$ cat src/rtl/uart_pkg.sv
// rtl/uart_pkg.sv - shared types, address map and baud helper for the memory-mapped UART
package uart_pkg;

  typedef enum logic [1:0] {IDLE, START, DATA, STOP} tx_state_t;

  localparam logic [31:0] UART_RX_ADDR   = 32'h4000;
  localparam logic [31:0] UART_TX_ADDR   = 32'h4004;
  localparam logic [31:0] UART_STAT_ADDR = 32'h4008;

  function automatic int clks_per_bit(input int clk_freq, input int baud);
    return clk_freq / baud;
  endfunction

endpackage

$ cat src/rtl/uart_tx_fifo.sv
// rtl/uart_tx_fifo.sv - byte FIFO holding bytes queued for the UART transmitter
module uart_tx_fifo #(
  parameter int DEPTH = 8,
  parameter int WIDTH = 8
) (
  input  logic                   clk,
  input  logic                   rst,
  input  logic                   push,
  input  logic [WIDTH-1:0]       din,
  input  logic                   pop,
  output logic [WIDTH-1:0]       dout,
  output logic                   full,
  output logic                   empty,
  output logic [$clog2(DEPTH):0] count
);

  localparam int PW = $clog2(DEPTH);
  localparam int CW = PW + 1;

  logic [WIDTH-1:0] mem_q [DEPTH];
  logic [PW-1:0]    head_q;
  logic [PW-1:0]    tail_q;
  logic [CW-1:0]    count_q;

  // Storage carries no reset; only entries between head and tail are ever read.
  always_ff @(posedge clk) begin
    if (push) mem_q[tail_q] <= din;
  end

  always_ff @(posedge clk or posedge rst) begin
    if (rst) begin
      head_q  <= '0;
      tail_q  <= '0;
      count_q <= '0;
    end else begin
      if (push) tail_q <= tail_q + PW'(1);
      if (pop)  head_q <= head_q + PW'(1);
      count_q <= count_q + CW'(push) - CW'(pop);
    end
  end

  assign dout  = mem_q[head_q];
  assign count = count_q;
  assign full  = (count_q == CW'(DEPTH));
  assign empty = (count_q == '0);

endmodule

$ cat src/rtl/uart_tx_mmio.sv
// rtl/uart_tx_mmio.sv - memory-mapped 8N1 UART transmitter with byte FIFO and status word
module uart_tx_mmio
  import uart_pkg::*;
#(
  parameter int          CLK_FREQ   = 50_000_000,
  parameter int          BAUD       = 115_200,
  parameter logic [31:0] TX_ADDR    = UART_TX_ADDR,
  parameter logic [31:0] STAT_ADDR  = UART_STAT_ADDR,
  parameter int          FIFO_DEPTH = 8
) (
  input  logic        clk,
  input  logic        rst,
  input  logic        MemWrite,
  input  logic [31:0] A,
  input  logic [31:0] WriteData,
  output logic [31:0] stat_data,
  output logic        tx,
  output logic        tx_busy
);

  localparam int CPB = clks_per_bit(CLK_FREQ, BAUD);
  localparam int BW  = $clog2(CPB);
  localparam int CW  = $clog2(FIFO_DEPTH) + 1;

  tx_state_t     state_q, state_d;
  logic [BW-1:0] baud_q, baud_d;
  logic [2:0]    bit_q, bit_d;
  logic [7:0]    shift_q, shift_d;
  logic          tx_q, tx_d;
  logic          ovf_q, ovf_d;

  logic          fifo_pop;
  logic          fifo_push;
  logic          fifo_full;
  logic          fifo_empty;
  logic [7:0]    fifo_dout;
  logic [CW-1:0] fifo_count;

  logic wr_tx, wr_clr, drop, baud_done;
  logic unused_wdata;

  assign wr_tx     = MemWrite && (A == TX_ADDR);
  assign wr_clr    = MemWrite && (A == STAT_ADDR) && WriteData[0];
  // A pop on the same edge frees the slot, so a write into a full FIFO still lands.
  assign fifo_push = wr_tx && (!fifo_full || fifo_pop);
  assign drop      = wr_tx && fifo_full && !fifo_pop;
  assign baud_done = (baud_q == BW'(CPB - 1));
  assign unused_wdata = ^WriteData[31:8];

  uart_tx_fifo #(.DEPTH(FIFO_DEPTH), .WIDTH(8)) u_fifo (
    .clk  (clk),
    .rst  (rst),
    .push (fifo_push),
    .din  (WriteData[7:0]),
    .pop  (fifo_pop),
    .dout (fifo_dout),
    .full (fifo_full),
    .empty(fifo_empty),
    .count(fifo_count)
  );

  always_comb begin
    state_d  = state_q;
    baud_d   = baud_q + BW'(1);
    bit_d    = bit_q;
    shift_d  = shift_q;
    tx_d     = tx_q;
    fifo_pop = 1'b0;
    unique case (state_q)
      IDLE: begin
        baud_d = '0;
        tx_d   = 1'b1;
        if (!fifo_empty) begin
          fifo_pop = 1'b1;
          shift_d  = fifo_dout;
          state_d  = START;
          tx_d     = 1'b0;
        end
      end
      START: begin
        if (baud_done) begin
          baud_d  = '0;
          bit_d   = '0;
          state_d = DATA;
          tx_d    = shift_q[0];
        end
      end
      DATA: begin
        if (baud_done) begin
          baud_d = '0;
          if (bit_q == 3'd7) begin
            state_d = STOP;
            tx_d    = 1'b1;
          end else begin
            bit_d   = bit_q + 3'd1;
            shift_d = shift_q >> 1;
            tx_d    = shift_q[1];
          end
        end
      end
      STOP: begin
        if (baud_done) begin
          baud_d = '0;
          // Chain straight into the next frame so back-to-back bytes leave no idle gap.
          if (!fifo_empty) begin
            fifo_pop = 1'b1;
            shift_d  = fifo_dout;
            state_d  = START;
            tx_d     = 1'b0;
          end else begin
            state_d = IDLE;
            tx_d    = 1'b1;
          end
        end
      end
      default: state_d = IDLE;
    endcase
  end

  // Drop beats clear so a lost byte is never hidden by a clear in the same cycle.
  assign ovf_d = drop ? 1'b1 : (wr_clr ? 1'b0 : ovf_q);

  always_ff @(posedge clk or posedge rst) begin
    if (rst) begin
      state_q <= IDLE;
      baud_q  <= '0;
      bit_q   <= '0;
      shift_q <= '0;
      tx_q    <= 1'b1;
      ovf_q   <= 1'b0;
    end else begin
      state_q <= state_d;
      baud_q  <= baud_d;
      bit_q   <= bit_d;
      shift_q <= shift_d;
      tx_q    <= tx_d;
      ovf_q   <= ovf_d;
    end
  end

  assign tx        = tx_q;
  assign tx_busy   = (state_q != IDLE) || !fifo_empty;
  assign stat_data = {16'h0000, 8'(fifo_count), 4'h0, ovf_q, fifo_empty, fifo_full, tx_busy};

endmodule

$ cat config.mk
export PLATFORM = sky130hd
export DESIGN_NAME = uart_tx_mmio
export DESIGN_NICKNAME = d
export VERILOG_FILES = /design/src/rtl/uart_pkg.sv /design/src/rtl/uart_tx_fifo.sv /design/src/rtl/uart_tx_mmio.sv
export SDC_FILE = /design/constraint.sdc
export NUM_CORES = 1
export LEC_CHECK = 0
export ABC_AREA = 1
export BUFFER_PORTS_ARGS = -buffer_cell sky130_fd_sc_hd__buf_2
export CAP_MARGIN = 20
export CORE_ASPECT_RATIO = 0.6
export CORE_MARGIN = 4
export CORE_UTILIZATION = 55
export DETAILED_ROUTE_END_ITERATION = 10
export PLACE_DENSITY = 0.85
export SYNTH_ARGS = -nofsm -noshare
export SYNTH_HDL_FRONTEND = slang
export SYNTH_SLANG_ARGS = --single-unit
export TNS_END_PERCENT = 5
$ cat constraint.sdc
create_clock -name clk -period 3.2 [get_ports clk]
set_clock_uncertainty 0.05 [all_clocks]
set_input_delay 0.16 -clock clk [delete_from_list [all_inputs] [get_ports clk]]
set_output_delay 0.16 -clock clk [all_outputs]
set_load 0.1 [all_outputs]
# Word level (Yosys, flattened, before mapping)

Memory sizes are Yosys's and may differ from the RTL's.
Index checks and enable logic that the tools add are counted.

Register bits after elaboration: 34
Output and inout bits: 34
Memories: 1
Memory bits (writable): 64
Word-level logic and storage cells: 83
Input port bits: 67

Memories:

| memory       | words | bits a word | read ports | clocked after memory_dff | write ports | line               | text |
|---|---|---|---|---|---|---|---|
| u_fifo.mem_q | 8     | 8           | 1          | 0                        | 1           | uart_tx_fifo.sv:20 | `logic [WIDTH-1:0] mem_q [DEPTH];` |

Mux-type cells: 31
Reductions and logical operators: 22
Equal/unequal tests: 14
Add/sub/neg operators: 6

Operator list:

| cell                                                               | number |
|---|---|
| 32-bit by 15-bit == test with 1-bit output (second input constant) | 2 |
| 8-bit 2-to-1 mux                                                   | 4 |
| 8-bit one-hot mux with 3 select lines                              | 1 |
| 9-bit one-hot mux with 2 select lines                              | 1 |
| 1-bit 2-to-1 mux                                                   | 12 |
| 2-bit inequality test (second input constant)                      | 6 |
| 2-bit 2-to-1 mux                                                   | 5 |
| 3-bit by 1-bit adder with 3-bit output (second input constant)     | 3 |
| 9-bit by 1-bit adder with 9-bit output (second input constant)     | 1 |
| 9-bit == test (second input constant)                              | 1 |
| 3-bit 2-to-1 mux                                                   | 3 |
| 9-bit 2-to-1 mux                                                   | 1 |
| 2-bit one-hot mux with 4 select lines                              | 1 |
| 4-bit AND reduction                                                | 2 |
| 1-bit logical AND                                                  | 6 |
| 3-bit one-hot mux with 2 select lines                              | 1 |
| 2-bit nonzero test                                                 | 3 |
| 5-bit AND reduction                                                | 1 |
| 4-bit by 1-bit adder with 4-bit output                             | 1 |
| 2-bit == test (second input constant)                              | 2 |
| 4-bit == test (second input constant)                              | 1 |
| 4-bit zero test                                                    | 1 |
| 1-bit one-hot mux with 4 select lines                              | 1 |
| 4-bit by 1-bit subtractor with 4-bit output                        | 1 |
| 9 further kinds                                                    | 12 |

# Longest topological paths before layout

Word-level depth: 8
Gate-level depth with buffers: 14
Gate-level depth less buffers: 14

# Modules after synthesis

From an unflattened synthesis, not the netlist that was laid out.

Cell total of the unflattened synthesis: 580
Area total of the unflattened synthesis: 5198.7 um2

By module, submodules not included:

| module       | area an instance (um2) | cells each | times used | sequential area each (um2) |
|---|---|---|---|---|
| uart_tx_fifo | 3412.0                 | 344        | 1          | 2172.1 |
| uart_tx_mmio | 1786.7                 | 236        | 1          | 601.8 |

# Worst setup path before layout

OpenSTA, ideal clock, no wires.

Path type: reg2reg
From: register u_fifo.count_q[2], in the netlist u_fifo.count[2]
To: register u_fifo.count_q[2], in the netlist u_fifo.count[2]
Arrival: 2.663 ns
Path slack: 0.362 ns
Data required time: 3.025 ns
Stages on the path, launching flop included: 11
Cell sequence: dfrtp_1 -> inv_1 -> ha_1 -> a21oi_1 -> nand3_2 -> nand2_1 -> ha_1 -> inv_1 -> ha_1 -> fa_1 -> xor2_1

Cells in the longest elaborated chain, start to end: 8
Elaborated cells on any way between the ends: 10
Classes of those cells: add/sub: 2; eq/ne: 1; mux: 3; reduce/logical: 4

Ends and longest elaborated chain:

| item                                            | line                                    | text |
|---|---|---|
| start, declared                                 | uart_tx_fifo.sv:23                      | `logic [CW-1:0] count_q;` |
| start signal, assigned                          | uart_tx_fifo.sv:38                      | `count_q <= count_q + CW'(push) - CW'(pop);` |
| 4-bit zero test (*)                             | uart_tx_fifo.sv:45                      | `assign empty = (count_q == '0);` |
| 1-bit 2-to-1 mux (*)                            | uart_tx_mmio.sv:73, uart_tx_mmio.sv:105 |  |
| 1-bit 2-to-1 mux                                | uart_tx_mmio.sv:102                     | `if (baud_done) begin` |
| 1-bit one-hot mux with 2 select lines (*)       | uart_tx_mmio.sv:69                      | `unique case (state_q)` |
| via fifo_pop                                    | uart_tx_mmio.sv:32                      | `logic fifo_pop;` |
| 1-bit logical OR                                | uart_tx_mmio.sv:45                      | `assign fifo_push = wr_tx && (!fifo_full \|\| fifo_pop);` |
| 1-bit logical AND                               | uart_tx_mmio.sv:45                      |  |
| 4-bit by 1-bit adder with 4-bit output          | uart_tx_fifo.sv:38                      |  |
| 4-bit by 1-bit subtractor with 4-bit output (*) | uart_tx_fifo.sv:38                      |  |

The timed path passes the listed nets; every way through them passes the cells marked *.
A chain may end at the register's enable or synchronous reset.

# Worst setup path after layout

From: register state_q[0]
To: register u_fifo.count_q[2], in the netlist u_fifo.count[2]

Cells in the longest elaborated chain, start to end: 6
Elaborated cells on any way between the ends: 7
Classes of those cells: add/sub: 2; eq/ne: 1; mux: 1; reduce/logical: 3

Ends and longest elaborated chain:

| item                                                    | line                | text |
|---|---|---|
| start, declared                                         | uart_tx_mmio.sv:25  | `tx_state_t state_q, state_d;` |
| start signal, assigned                                  | uart_tx_mmio.sv:132 | `state_q <= state_d;` |
| 2-bit == test / 2-bit zero test (equally long branches) | uart_tx_mmio.sv:69  |  |
| 1-bit one-hot mux with 2 select lines (*)               | uart_tx_mmio.sv:69  |  |
| via fifo_pop                                            | uart_tx_mmio.sv:32  |  |
| 1-bit logical OR                                        | uart_tx_mmio.sv:45  |  |
| 1-bit logical AND                                       | uart_tx_mmio.sv:45  |  |
| 4-bit by 1-bit adder with 4-bit output                  | uart_tx_fifo.sv:38  |  |
| 4-bit by 1-bit subtractor with 4-bit output (*)         | uart_tx_fifo.sv:38  |  |

Marked as above.

==> flow_summary.yaml <==
synth:
  synth-edff-count: 64
  syn_area_um2: 4951
  ys_async_sr_fraction_pct: 34.69
  postSynthCellCount: 535
  yosys_warnings: 0
  yosysSeqAreaShare_pct: 56.03
  yosysMostFrequentCell: "nand2_1"
  synth_top_area_share_pct: 38.82
  synthFlopType: "edfxtp_1"
  ys_seq_elements: 98
  synth_common_cells: "138 x nand2_1, 64 x edfxtp_1, 63 x inv_1, 54 x nand3_1, 47 x nor2_1"
  synth_area_leaders: "edfxtp_1 39%, dfrtp_1 17%, nand2_1 10%"
  yosysTopAreaCell: "edfxtp_1"
  syn_area_per_cell_um2: 9.254
  yosys.cell_types.count: 37
clock_network:
  clkSinkCount: 98
  clk_latency_ns: 0.34
  cts_resized: 0
  cts_tree: "built"
  htreeDepth: 3
  cts_root_buffer: "clkbuf_16"
  numCtsBuffers: 9
  path_clk_slew_ns: 0.07
  clock_path_buffers: 2
timing:
  finalMaxSlewViolations: 0
  fin_tns_setup_ns: 0
  slew_headroom_pct: 35.88
  clock.fmax_mhz: 382.3
  post-route-min-period_ns: 2.616
  finalCritPeriodShare_pct: 81.74
  finalSetupViolations: 0
  rsz0062_at_grt: "no"
  worst_slew_pin_slew_ns: 0.9618
  hold_violations: 0
finish:
  regArea_um2: 2774
  antenna_cells: 0
  fin_nets: 676
  multi_input_area_um2: 1720
  syn_to_final_growth_pct: 12.16
  fill_cells: 660
  final_area_um2: 5553
  drive_gt1_share_pct: 16.95
  stdcell_count: 708
setup_path:
  crit_family: "adder cells"
  arrival_ns: 2.79
  cp.depth: 10
  cp_slowest_stage_delay_ns: 0.42
  setup.worst_path.start_class: "register"
  path_max_fanout: 5
  worstSetupEndpointType: "register"
  criticalPathCategory: "reg -> reg"
  cp.required_ns: 3.37
  path_buf_inv: 3
  ff2ff_path_depth: 10
  slowest_stage: "dfrtp_1"
  r2r_setup_slack_ns: 0.58
  path_cells: "inv_1, ha_1, inv_1, nand3_1, nand2_1, ha_1, inv_1, ha_1, fa_1, xor2_1"
placed_design:
  portBuffers: 52
  hpwl_mm: 6.984
  dp.cells: 691
  dpl-instance-area_um2: 5238
  place.gp.congestion: 0.8596
route:
  drcViolationCount: 0
  finalWirelength_mm: 10.01
  vias: 3596
  dr.pass1.iters: 5
  dr_wl_met3_um: 939
  wl_met2_mm: 4.771
  via_per_inst: 5.079
  maxUsedRoutingLayer: "met4"
  drtAntennaViolNets: 0
  wl_met1_mm: 4.210
  avgRoutedWirePerCell_um: 14.14
  dr.first_iter.drc_count: 263
grt:
  grt_max_degree: 27
  grt_pass1_vias: 3543
  grt_overflow_total: 0
  antenna_found_initial: 0
  grt_usage_pct: 20.31
  grt_pass1_wl_mm: 16.37
floorplanning:
  dieArea_um2: 10630
  die_h_um: 81.49
  row_count: 26
  initial_utilization_pct: 57.43
  die_w_um: 130.5
  core_um2: 8621
  io_pins: 101
pwr:
  power.total_mw: 2.613
  irDropWorstVdd_uv: 264.1
  p_per_area_nw_per_um2: 470.5
  leakagePower_nw: 2.605
hold_path:
  min_path_cells: 1
  hp-class: "in -> reg"
status:
  status: "completed"
flow_run:
  drv_cap: 0
-- metal layers --
metal,vias to the layer above,track usage (%)
met5,-,0
met4,0,6.263
met3,10,6.953
met2,143,33.32
met1,1666,25.78
li1,1777,-
-- worst register-to-register path, stage by stage, from the launching register on --
cell and delay, ns:
dfrtp_1 0.42, inv_1 0.13, ha_1 0.37, inv_1 0.12, nand3_1 0.13, nand2_1 0.14, ha_1 0.32, inv_1 0.05
ha_1 0.20, fa_1 0.38, xor2_1 0.17
-- cell families after synthesis --
family          synth area share, %
compound gates                3.311
flops                         56.03
other cells                 0.07574
fa+ha+maj                     4.700
buf+inv                       10.97
simple gates                  23.86
xor+xnor                      1.061
-- layout make-up --
cell class,count,area share (%)
sequential,98,49.95
multi-input combinational,348,30.98
timing repair buffer,63,6.219
inverter,71,4.822
clock buffer,9,4.056
tap,112,2.524
clock inverter,7,1.442
-- path summary, 6_finish.rpt --
check | from | end
hold / removal | WriteData[4] | u_fifo.mem_q[1][4]$_DFFE_PP_
min in group asynchronous | rst | baud_q[5]$_DFF_PP0_
setup reg to reg | state_q[0]$_DFFE_PP0P_ | u_fifo.count[2]$_DFF_PP0_
hold reg to reg | bit_q[2]$_DFFE_PP0P_ | bit_q[2]$_DFFE_PP0P_
setup / recovery | state_q[0]$_DFFE_PP0P_ | u_fifo.count[2]$_DFF_PP0_
max in group asynchronous | rst | tx$_DFFE_PP1P_
-- cells in the final DEF (no fill, tap or decap), types with 2 or more instances in the layout --
cell type	synthesis	layout
nand2_2	2	2
o21ai_1	2	2
clkinvlp_4	0	2
nand3_2	4	4
clkbuf_16	0	9
clkinv_4	0	4
xor2_1	4	4
dfrtp_1	33	33
nor2_4	2	2
nor3_1	8	8
conb_1	1	24
edfxtp_1	64	64
a21oi_1	14	14
inv_2	6	6
inv_1	63	63
buf_2	7	52
o21ai_0	15	15
buf_4	28	10
ha_1	17	17
nand3_1	54	54
nand2_1	138	138
nor2_1	47	47
nor2_2	3	3
nor3b_1	2	2
xnor2_1	2	2
-- metrics by stage --
step	worst slack, ns	hold WS (ns)	utilization [%]
2_1_floorplan	0.3619	0.2089	-
3_3_place_gp	0.7954	0.3050	60.75
3_5_place_dp	0.6755	0.3212	60.75
4_1_cts	0.6196	0.009927	64.41
5_1_grt	0.4451	0.01070	64.41
6_report	0.5843	0.02167	64.41
-- sequential cells by signal, summed over array words and instances (netlist names) --
register,count
baud_q,9
ovf_q,1
bit_q,3
state_q,2
shift_q,8
u_fifo.tail_q,3
u_fifo.mem_q,64
u_fifo.count,4
tx,1
u_fifo.head_q,3
-- report_power, final --
part	switching (mW)	leakage, nW	internal [mW]
Combinational	0.157	1.42	0.0254
Clock	0.469	0.142	0.611
Sequential	0.000000859	1.05	1.35
-- what timing repair did --
item                      4_1_cts  5_1_grt
setup buffers                   0        0
hold endpoints to repair       21        0
hold buffers                    1        0
Note: power is estimated with default switching activity, not from simulation.
